<file path="config.mk">
export PLATFORM = sky130hd
export DESIGN_NAME = crc_stream_param_flat
export DESIGN_NICKNAME = d
export VERILOG_FILES = /design/src/rtl/crc_stream_param_if.sv /design/src/rtl/crc_stream_param.sv /design/src/flat_wrapper.sv
export SDC_FILE = /design/constraint.sdc
export NUM_CORES = 1
export LEC_CHECK = 0
export CELL_PAD_IN_SITES_DETAIL_PLACEMENT = 1
export CELL_PAD_IN_SITES_GLOBAL_PLACEMENT = 1
export CORE_AREA = 10 10 202 128
export CTS_BUF_LIST = sky130_fd_sc_hd__clkbuf_8
export DETAILED_ROUTE_END_ITERATION = 7
export DIE_AREA = 0 0 212 138
export PLACE_DENSITY_LB_ADDON = 0.12
export SYNTH_ARGS = -nofsm -noshare
export SYNTH_HDL_FRONTEND = slang
export SYNTH_SLANG_ARGS = --single-unit
</file>
<file path="constraint.sdc">
create_clock -name clk -period 6.8 [get_ports clk]
set_clock_uncertainty 0.05 [all_clocks]
set_input_delay 0.68 -clock clk [delete_from_list [all_inputs] [get_ports clk]]
set_output_delay 0.68 -clock clk [all_outputs]
set_load 0.03 [all_outputs]
</file>
<file path="src/rtl/crc_stream_param_if.sv">
// -----------------------------------------------------------------------------
// crc_stream_param_if
// Bundles the input data stream and the result port of crc_stream_param.
//
// Handshake rule (both channels): a transfer happens on a rising clk edge when
// valid && ready are both high. The source holds its payload stable while
// valid is high and ready is low. Valid never waits on ready.
//
// Signals:
//   s_valid/s_ready/s_data/s_keep/s_last : data stream into the CRC engine
//   m_valid/m_ready/m_crc/m_match/m_bytes: per-frame result out of the engine
//
// Modports:
//   master : stream producer / result consumer (upstream logic, testbench)
//   slave  : the CRC engine itself
// -----------------------------------------------------------------------------
`timescale 1ns/1ps
interface crc_stream_param_if #(
  parameter int DATA_W = 32,
  parameter int CRC_W  = 32
);
  logic                  s_valid;
  logic                  s_ready;
  logic [DATA_W-1:0]     s_data;
  logic [DATA_W/8-1:0]   s_keep;
  logic                  s_last;
  logic                  m_valid;
  logic                  m_ready;
  logic [CRC_W-1:0]      m_crc;
  logic                  m_match;
  logic [15:0]           m_bytes;

  modport master (
    output s_valid, s_data, s_keep, s_last, m_ready,
    input  s_ready, m_valid, m_crc, m_match, m_bytes
  );

  modport slave (
    input  s_valid, s_data, s_keep, s_last, m_ready,
    output s_ready, m_valid, m_crc, m_match, m_bytes
  );
endinterface

</file>
<file path="src/rtl/crc_stream_param.sv">
// -----------------------------------------------------------------------------
// crc_stream_param
// Parametrised frame-oriented CRC engine. Consumes a byte-keyed data stream,
// folds a full beat into the CRC register each cycle, and after the last beat
// presents the frame CRC, byte count and residue-match flag on the result port.
//
// Ports:
//   clk       : clock
//   rst_n     : asynchronous active-low reset
//   s_clr     : synchronous abort; drops the current frame and pending result
//   bus       : crc_stream_param_if.slave (stream in, result out)
//   dbg_state : current FSM state (0 = ACC, 1 = RES)
// -----------------------------------------------------------------------------
`timescale 1ns/1ps
module crc_stream_param #(
  parameter int          DATA_W  = 32,
  parameter int          CRC_W   = 32,
  parameter logic [31:0] POLY    = 32'h04C11DB7,
  parameter logic [31:0] INIT    = 32'hFFFFFFFF,
  parameter bit          REFIN   = 1'b1,
  parameter bit          REFOUT  = 1'b1,
  parameter logic [31:0] XOROUT  = 32'hFFFFFFFF,
  parameter logic [31:0] RESIDUE = 32'hC704DD7B
) (
  input  logic               clk,
  input  logic               rst_n,
  input  logic               s_clr,
  crc_stream_param_if.slave  bus,
  output logic [0:0]         dbg_state
);

  localparam int NB = DATA_W / 8;

  // ACC: accepting beats of a frame; RES: holding the result for the consumer.
  localparam logic [0:0] ST_ACC = 1'b0;
  localparam logic [0:0] ST_RES = 1'b1;

  localparam logic [CRC_W-1:0] POLY_W    = POLY[CRC_W-1:0];
  localparam logic [CRC_W-1:0] INIT_W    = INIT[CRC_W-1:0];
  localparam logic [CRC_W-1:0] XOROUT_W  = XOROUT[CRC_W-1:0];
  localparam logic [CRC_W-1:0] RESIDUE_W = RESIDUE[CRC_W-1:0];

  logic [0:0]       state_q;
  logic [CRC_W-1:0] crc_q;
  logic [15:0]      cnt_q;

  logic             m_valid_q;
  logic [CRC_W-1:0] m_crc_q;
  logic             m_match_q;
  logic [15:0]      m_bytes_q;

  logic [CRC_W-1:0] crc_next;
  logic [CRC_W-1:0] crc_out;
  logic [3:0]       nbytes;
  logic [16:0]      cnt_sum;
  logic [15:0]      cnt_next;
  logic             fb;

  function automatic logic [CRC_W-1:0] bitrev(input logic [CRC_W-1:0] v);
    logic [CRC_W-1:0] r;
    r = '0;
    for (int i = 0; i < CRC_W; i++) begin
      r[i] = v[CRC_W-1-i];
    end
    return r;
  endfunction

  // Whole-beat CRC update: bytes 0..NB-1 in order, each byte serialised
  // LSB-first when REFIN, MSB-first otherwise. On a non-last beat every byte
  // counts; on the last beat only kept bytes (keep is contiguous from bit 0).
  always_comb begin
    crc_next = crc_q;
    nbytes   = '0;
    fb       = 1'b0;
    for (int i = 0; i < NB; i++) begin
      if (!bus.s_last || bus.s_keep[i]) begin
        for (int j = 0; j < 8; j++) begin
          fb = crc_next[CRC_W-1] ^
               (REFIN ? bus.s_data[8*i+j] : bus.s_data[8*i+7-j]);
          crc_next = {crc_next[CRC_W-2:0], 1'b0} ^
                     (fb ? POLY_W : {CRC_W{1'b0}});
        end
        nbytes = nbytes + 4'd1;
      end
    end
    // The counter saturates; the CRC itself keeps running for any length.
    cnt_sum  = {1'b0, cnt_q} + {13'd0, nbytes};
    cnt_next = cnt_sum[16] ? 16'hFFFF : cnt_sum[15:0];
    crc_out  = (REFOUT ? bitrev(crc_next) : crc_next) ^ XOROUT_W;
  end

  always_ff @(posedge clk or negedge rst_n) begin
    if (!rst_n) begin
      state_q   <= ST_ACC;
      crc_q     <= INIT_W;
      cnt_q     <= '0;
      m_valid_q <= 1'b0;
      m_crc_q   <= '0;
      m_match_q <= 1'b0;
      m_bytes_q <= '0;
    end else if (s_clr) begin
      // Abort wins over any beat or handshake in the same cycle.
      state_q   <= ST_ACC;
      crc_q     <= INIT_W;
      cnt_q     <= '0;
      m_valid_q <= 1'b0;
    end else begin
      case (state_q)
        ST_ACC: begin
          if (bus.s_valid) begin
            if (bus.s_last) begin
              // Result captured from the post-beat values; the register is
              // reloaded in the same edge so the next frame starts clean.
              state_q   <= ST_RES;
              m_valid_q <= 1'b1;
              m_crc_q   <= crc_out;
              m_match_q <= (crc_next == RESIDUE_W);
              m_bytes_q <= cnt_next;
              crc_q     <= INIT_W;
              cnt_q     <= '0;
            end else begin
              crc_q <= crc_next;
              cnt_q <= cnt_next;
            end
          end
        end
        ST_RES: begin
          if (bus.m_ready) begin
            state_q   <= ST_ACC;
            m_valid_q <= 1'b0;
          end
        end
        default: begin
          state_q <= ST_ACC;
        end
      endcase
    end
  end

  // s_ready is a pure decode of the state register, so a result handshake
  // only re-opens the input on the following cycle.
  assign bus.s_ready = (state_q == ST_ACC);
  assign bus.m_valid = m_valid_q;
  assign bus.m_crc   = m_crc_q;
  assign bus.m_match = m_match_q;
  assign bus.m_bytes = m_bytes_q;
  assign dbg_state   = state_q;

endmodule

</file>
<file path="src/flat_wrapper.sv">
// flat-port wrapper written by rule: the top's interface ports become plain ports
module crc_stream_param_flat 
#(
  parameter int          DATA_W  = 32,
  parameter int          CRC_W   = 32,
  parameter logic [31:0] POLY    = 32'h04C11DB7,
  parameter logic [31:0] INIT    = 32'hFFFFFFFF,
  parameter bit          REFIN   = 1'b1,
  parameter bit          REFOUT  = 1'b1,
  parameter logic [31:0] XOROUT  = 32'hFFFFFFFF,
  parameter logic [31:0] RESIDUE = 32'hC704DD7B
)
  (clk, rst_n, s_clr, dbg_state, bus_s_valid, bus_s_data, bus_s_keep, bus_s_last, bus_m_ready, bus_s_ready, bus_m_valid, bus_m_crc, bus_m_match, bus_m_bytes);
  crc_stream_param_if #(.DATA_W(DATA_W), .CRC_W(CRC_W)) bus_i ();
  input  logic clk;
  input  logic rst_n;
  input  logic s_clr;
  output logic [0:0] dbg_state;
  input wire logic [$bits(bus_i.s_valid)-1:0] bus_s_valid;
  input wire logic [$bits(bus_i.s_data)-1:0] bus_s_data;
  input wire logic [$bits(bus_i.s_keep)-1:0] bus_s_keep;
  input wire logic [$bits(bus_i.s_last)-1:0] bus_s_last;
  input wire logic [$bits(bus_i.m_ready)-1:0] bus_m_ready;
  output wire logic [$bits(bus_i.s_ready)-1:0] bus_s_ready;
  output wire logic [$bits(bus_i.m_valid)-1:0] bus_m_valid;
  output wire logic [$bits(bus_i.m_crc)-1:0] bus_m_crc;
  output wire logic [$bits(bus_i.m_match)-1:0] bus_m_match;
  output wire logic [$bits(bus_i.m_bytes)-1:0] bus_m_bytes;
  assign bus_i.s_valid = bus_s_valid;
  assign bus_i.s_data = bus_s_data;
  assign bus_i.s_keep = bus_s_keep;
  assign bus_i.s_last = bus_s_last;
  assign bus_i.m_ready = bus_m_ready;
  assign bus_s_ready = bus_i.s_ready;
  assign bus_m_valid = bus_i.m_valid;
  assign bus_m_crc = bus_i.m_crc;
  assign bus_m_match = bus_i.m_match;
  assign bus_m_bytes = bus_i.m_bytes;
  crc_stream_param #(.DATA_W(DATA_W), .CRC_W(CRC_W), .POLY(POLY), .INIT(INIT), .REFIN(REFIN), .REFOUT(REFOUT), .XOROUT(XOROUT), .RESIDUE(RESIDUE)) u_core (.clk(clk), .rst_n(rst_n), .s_clr(s_clr), .bus(bus_i), .dbg_state(dbg_state));
endmodule
</file>
# --- After elaboration in Yosys (flattened, before gate mapping) ---
# Index checks and enable logic that the tools add are counted.
classes:
  n_addsub: 4
  n_eq_ne: 5
  muxes: 59
  bitwise: 67
  reduce_logical: 9
ops:
  columns: ["cell", "n"]
  rows:
  - ["$xor A32 B32 Y32", 32]
  - ["$mux W27", 32]
  - ["$mux W32", 8]
  - ["$mux W16", 5]
  - ["$eq A32 B32 Y1 const B", 1]
  - ["$not A32 Y32", 1]
  - ["$xor A1 B1 Y1", 32]
  - ["$add A16 B4 Y17", 1]
  - ["$mux W4", 3]
  - ["$mux W1", 9]
  - ["$ne A3 B3 Y1 const B", 3]
  - ["$add A4 B1 Y4 const B", 2]
  - ["$logic_or A1 B1 Y1", 4]
  - ["$pmux W1 S2", 2]
  - ["$reduce_and A4 Y1", 1]
  - ["$reduce_and A3 Y1", 1]
  - ["$add A1 B1 Y2 const B", 1]
  - ["$ne A2 B2 Y1 const B", 1]
  - ["$not A1 Y1", 2]
  - ["$reduce_and A2 Y1", 1]
  - ["$reduce_bool A2 Y1", 1]
  - ["$logic_not A1 Y1", 1]
word_totals:
  register_bits: 99
  input_bits: 42
  output_inout_bits: 52
  wordCells: 151

# --- Longest topological paths before layout ---
# Gate-level depths: netlist of run 1.
depth:
  word_depth: 104
  ltp_mapped: 27
  mapped_depth_nobuf: 20

# --- Worst setup path after synthesis of run 1 ---
# Ideal clock, no wire load.
synth_path:
  kind: "in2reg"
  start: "input port bus_s_last"
  end: "register u_core.m_bytes_q[15] (netlist: u_core.bus.m_bytes[15])"
  setup_time_ns: 0.133
  t_arrival_ns: 5.817
  slack_ns: 0.800
  path_stages: 26
  path_buffers: 7
  cell_sequence: "clkbuf_1 -> nand2b_1 -> buf_1 -> buf_1 -> clkbuf_1 -> buf_1 -> buf_1 -> ha_1 -> xnor2_1 -> ha_1 -> mux2_2 -> ha_1 -> a21o_1 -> a21oi_1 -> nor2b_1 -> nor2_1 -> nor2_1 -> and3_1 -> and3_1 -> clkbuf_1 -> nand3_1 -> nor2_1 -> nand3_1 -> and2_1 -> nor3_1 -> o21ai_0"
synth_via:
  elab_chain_cells: 11
synth_rtl:
  columns: ["item", "line", "rtl"]
  rows:
  - ["from (decl)", "flat_wrapper.sv:22", "input wire logic [$bits(bus_i.s_last)-1:0] bus_s_last;"]
  - ["$logic_not A1 Y1", "crc_stream_param.sv:76", "if (!bus.s_last || bus.s_keep[i]) begin"]
  - ["$logic_or A1 B1 Y1", "crc_stream_param.sv:76", null]
  - ["$mux W1", "crc_stream_param.sv:76", null]
  - ["$add A1 B1 Y2", "crc_stream_param.sv:83", "nbytes = nbytes + 4'd1;"]
  - ["$mux W4", "crc_stream_param.sv:76", null]
  - ["$add A4 B1 Y4", "crc_stream_param.sv:83", null]
  - ["$mux W4", "crc_stream_param.sv:76", null]
  - ["$add A4 B1 Y4", "crc_stream_param.sv:83", null]
  - ["$mux W4", "crc_stream_param.sv:76", null]
  - ["$add A16 B4 Y17", "crc_stream_param.sv:87", "cnt_sum = {1'b0, cnt_q} + {13'd0, nbytes};"]
  - ["$mux W16", "crc_stream_param.sv:88", "cnt_next = cnt_sum[16] ? 16'hFFFF : cnt_sum[15:0];"]
  - ["to (signal assigned)", "crc_stream_param.sv:118", "m_bytes_q <= cnt_next;"]
  - ["to (decl)", "crc_stream_param.sv:50", "logic [15:0] m_bytes_q;"]
# Parallel ways exist; a longest one is shown, timed or not.
# A chain may end at the register's enable or synchronous reset.

# --- Worst setup path after layout of run 1 ---
layout_path:
  start: "input port bus_s_data[1]"
  end: "register u_core.m_match_q (netlist: u_core.bus.m_match)"
layout_via:
  elab_chain_cells: 48
layout_rtl:
  columns: ["item", "line", "rtl"]
  rows:
  - ["from (decl)", "flat_wrapper.sv:20", "input wire logic [$bits(bus_i.s_data)-1:0] bus_s_data;"]
  - ["$xor A1 B1 Y1 *", "crc_stream_param.sv:78", "fb = crc_next[CRC_W-1] ^"]
  - ["$mux W27 *", "crc_stream_param.sv:81", "(fb ? POLY_W : {CRC_W{1'b0}});"]
  - ["$xor A32 B32 Y32 * (6 in a row)", "crc_stream_param.sv:80", "crc_next = {crc_next[CRC_W-2:0], 1'b0} ^"]
  - ["$xor A1 B1 Y1", "crc_stream_param.sv:78", null]
  - ["$mux W27", "crc_stream_param.sv:81", null]
  - ["$xor A32 B32 Y32 *", "crc_stream_param.sv:80", null]
  - ["$mux W32 *", "crc_stream_param.sv:76", null]
  - ["$xor A32 B32 Y32 (5 in a row)", "crc_stream_param.sv:80", null]
  - ["[18 not listed]", null, null]
  - ["$xor A1 B1 Y1", "crc_stream_param.sv:78", null]
  - ["$mux W27", "crc_stream_param.sv:81", null]
  - ["$xor A32 B32 Y32 (6 in a row)", "crc_stream_param.sv:80", null]
  - ["$xor A1 B1 Y1", "crc_stream_param.sv:78", null]
  - ["$mux W27", "crc_stream_param.sv:81", null]
  - ["$xor A32 B32 Y32", "crc_stream_param.sv:80", null]
  - ["$mux W32 *", "crc_stream_param.sv:76", null]
  - ["$eq A32 B32 Y1 *", "crc_stream_param.sv:117", "m_match_q <= (crc_next == RESIDUE_W);"]
  - ["to (signal assigned)", "crc_stream_param.sv:117", null]
  - ["to (decl)", "crc_stream_param.sv:49", "logic m_match_q;"]
# Every way passes the cells marked *; elsewhere a longest branch is shown, timed or not.

==> impl_metrics.tcl, run 1 <==
set metrics [dict create \
    postSynth.asyncResetShare 1.00 \
    synth_compound_area_frac 0.144 \
    tns_ps 0 \
    criticalPathCategory "primary input to flip-flop" \
    grt_usage 0.246 \
    tightest_slew_ps 1310 \
    ys_types 74 \
    clock_path_buffers 2 \
    end_kind "flip-flop" \
    fin_util 0.524 \
    synth_xor_area_frac 0.356 \
    first_pass_iters 5 \
    io_buffers 93 \
    ys.flop_type "dfrtp_1" \
    grt_max_degree 95 \
    syn2layout_area_growth_pct 19.6 \
    synth_nets 1090 \
    hpwlAfterDp_um 29500 \
    synth_top_area_cell "dfrtp_1" \
    synth-simple-area-share 0.134 \
    die-area_mm2 0.0293 \
    holdWs_ps 132 \
    netlist_area_mm2 0.00983 \
    die_x_um 212 \
    fmax_mhz 148 \
    start_kind "primary input" \
    vias_per_cell 5.66 \
    drive_above_1_share 0.162 \
    clk_transition_reported_paths_ps 110 \
    drv_cap 0 \
    grt_pass1_vias 8391 \
    synthCells 1040 \
    rsz0062_at_grt "no" \
    vias 8285 \
    routed_wl_um 36400 \
    pin_count 94 \
    status "finished clean" \
    synth_common_cells "xnor2_1, nor2_1, nand2_1" \
    yosys.area.top_type_share 0.171 \
    postSynthAreaPerCell_um2 9.45 \
    gp_congestion 0.975 \
    drt_iter0_drc 718 \
    cts_max_level 3 \
    yosysSeqAreaShare 0.256 \
    antenna_found_initial 0 \
    fin_crit_ps 6740 \
    wire_per_inst_um 24.9 \
    row_count 43 \
    start_util 0.438 \
    ant_nets 0 \
    yosysMostFrequentCell "xnor2_1" \
    clkLatencyLatePin_ps 390 \
    num-nets-final 1217 \
    period_share 0.991 \
    cts_tree "yes" \
    grt_first_pass_wirelength_um 54900 \
    synth_edf_count 0 \
    synthAdderAreaFrac 0.0109 \
    cts_sinks 99 \
    hold_buffers 0 \
    synth_mux_area_frac 0.0693 \
    cts_buffers 9 \
    postCtsSetupRepairBufs 0 \
    cp.required_ps 7040 \
    synth_top_family_by_area "XOR/XNOR gates" \
    coreArea_mm2 0.0224 \
    holdCritPathClass "primary input to asynchronous set/reset pin" \
    drc 0 \
    worstPathMaxFanout 6 \
    slew_headroom 0.126 \
    yosysWarnings 0 \
    die_h_um 138 \
    synthTopCellsByArea "dfrtp_1, xnor2_1, xnor3_1" \
    finalSetupViolCount 0 \
    ys_ff_latch 99 \
    drv_slew 0 \
    finalHoldViolCount 0 \
    grt.overflow.total 0 \
    cts_root_buffer "clkbuf_8" \
    diodes 0 \
    arrival_ps 6980 \
]
==> through the flow <==
stage | setup WS [ps] | instance area (um2) | instances
after global placement | -49.4 | 11500 | 1448
after global routing | 1.97 | 11800 | 1464
final | 59.5 | 11800 | 1464
after detailed placement | -145 | 11500 | 1448
after CTS | 222 | 11700 | 1464
after floorplan | 800 | 9830 | 1040
==> state kept, by name (all words and copies together) (netlist names) <==
name / count
u_core.bus.m_crc: 32
u_core.crc_q: 32
u_core.bus.m_bytes: 16
u_core.cnt_q: 16
u_core.bus.m_match: 1
u_core.bus.m_valid: 1
u_core.dbg_state: 1
==> worst max-delay path, stage by stage <==
cell	delay (ps)
clkdlybuf4s50_1	480
xnor2_2	300
buf_4	200
xnor3_1	370
mux2i_1	500
nand3_1	160
a31oi_1	410
buf_4	230
xnor2_4	170
xnor3_1	400
or3_1	340
a31o_2	310
xor2_1	150
buf_4	190
xnor2_2	400
xnor3_1	590
a211o_1	310
a22o_1	190
nor4_1	220
nand4_1	160
o31ai_2	200
==> cells by family (layout without fill, tap and decap cells) <==
family / after synthesis / after routing
and+or+nand+nor: 292 / 292
other: 1 / 1
muxes: 64 / 64
AOI/OAI and AO/OA: 230 / 230
xor gates and xnor gates: 273 / 273
adders and majority gates: 8 / 8
buffers and inverters: 73 / 205
DFF: 99 / 99
==> metal layers <==
layer | track usage | vias to the layer above | part of all wire
li1 | - | 3845 | -
met1 | 0.392 | 4161 | 0.51
met2 | 0.323 | 269 | 0.39
met3 | 0.0702 | 10 | 0.096
met4 | 0.0196 | 0 | 0.0036
met5 | 0 | - | 0
==> what timing repair did <==
action                     in CTS  in global routing
gates resized for setup         0                  4
hold endpoints to repair        0                  0
setup endpoints to repair       0                  1
==> cell usage in the layout, fill, tap and decap left out, types with 3 or more instances in the layout <==
cell type / instances
nand3b_1: 3
or3_1: 7
a21oi_1: 63
clkdlybuf4s50_1: 92
nand4_1: 3
o31ai_1: 5
nor4_1: 4
nand2b_1: 5
ha_1: 7
nand3_1: 19
inv_1: 16
and3_1: 8
a31oi_1: 6
clkbuf_8: 9
xor2_1: 52
dfrtp_1: 67
a211o_1: 4
a211oi_1: 7
and2_1: 8
nor2b_1: 6
o22a_1: 19
xor3_1: 13
buf_4: 80
nor2_1: 106
o211ai_1: 5
mux2i_1: 49
xnor2_4: 8
xnor3_1: 43
xnor2_1: 135
mux2_2: 11
xnor2_2: 15
nand2_1: 97
dfstp_2: 32
nor3_1: 8
o21ai_0: 88
a21o_1: 9
xor2_2: 3
inv_8: 3
==> worst paths after layout <==
path,start,endpoint,slack (ps),cells past startpoint
max in group asynchronous,rst_n,u_core.bus.m_bytes[4],5260,2
min reg2reg,u_core.bus.m_bytes[12],u_core.bus.m_bytes[12],440,2
max,bus_s_data[1],u_core.bus.m_match,60,21
max reg2reg,u_core.crc_q[30],u_core.bus.m_match,310,20
min in group clk,u_core.bus.m_bytes[12],u_core.bus.m_bytes[12],440,2
min,rst_n,u_core.bus.m_crc[15],130,1
==> final cells by class <==
| type | count | area [um2] |
|---|---|---|
| Clock inverter | 7 | 76.3 |
| Tap cell | 292 | 365 |
| Timing Repair Buffer | 173 | 1540 |
| Multi-Input combinational cell | 868 | 7070 |
| Fill cell | 2508 | 10700 |
| Sequential cell | 99 | 2520 |
| Clock buffer | 9 | 124 |
| Inverter | 16 | 60.1 |
Power of run 1 is left out: the tool's default activity adds up to more than one toggle a clock period on the data nets, which glitch-free logic cannot reach.
==> run 2, diff against run 1 <==
--- a/config.mk
+++ b/config.mk
@@ -5,6 +5,7 @@
 export SDC_FILE = /design/constraint.sdc
 export NUM_CORES = 1
 export LEC_CHECK = 0
+export CAP_MARGIN = 0
 export CELL_PAD_IN_SITES_DETAIL_PLACEMENT = 1
 export CELL_PAD_IN_SITES_GLOBAL_PLACEMENT = 1
 export CORE_AREA = 10 10 202 128
==> results of run 2 <==
No change in the layout: final DEF, timing and power equal those of run 1.
Power of run 2 is left out for the same reason.
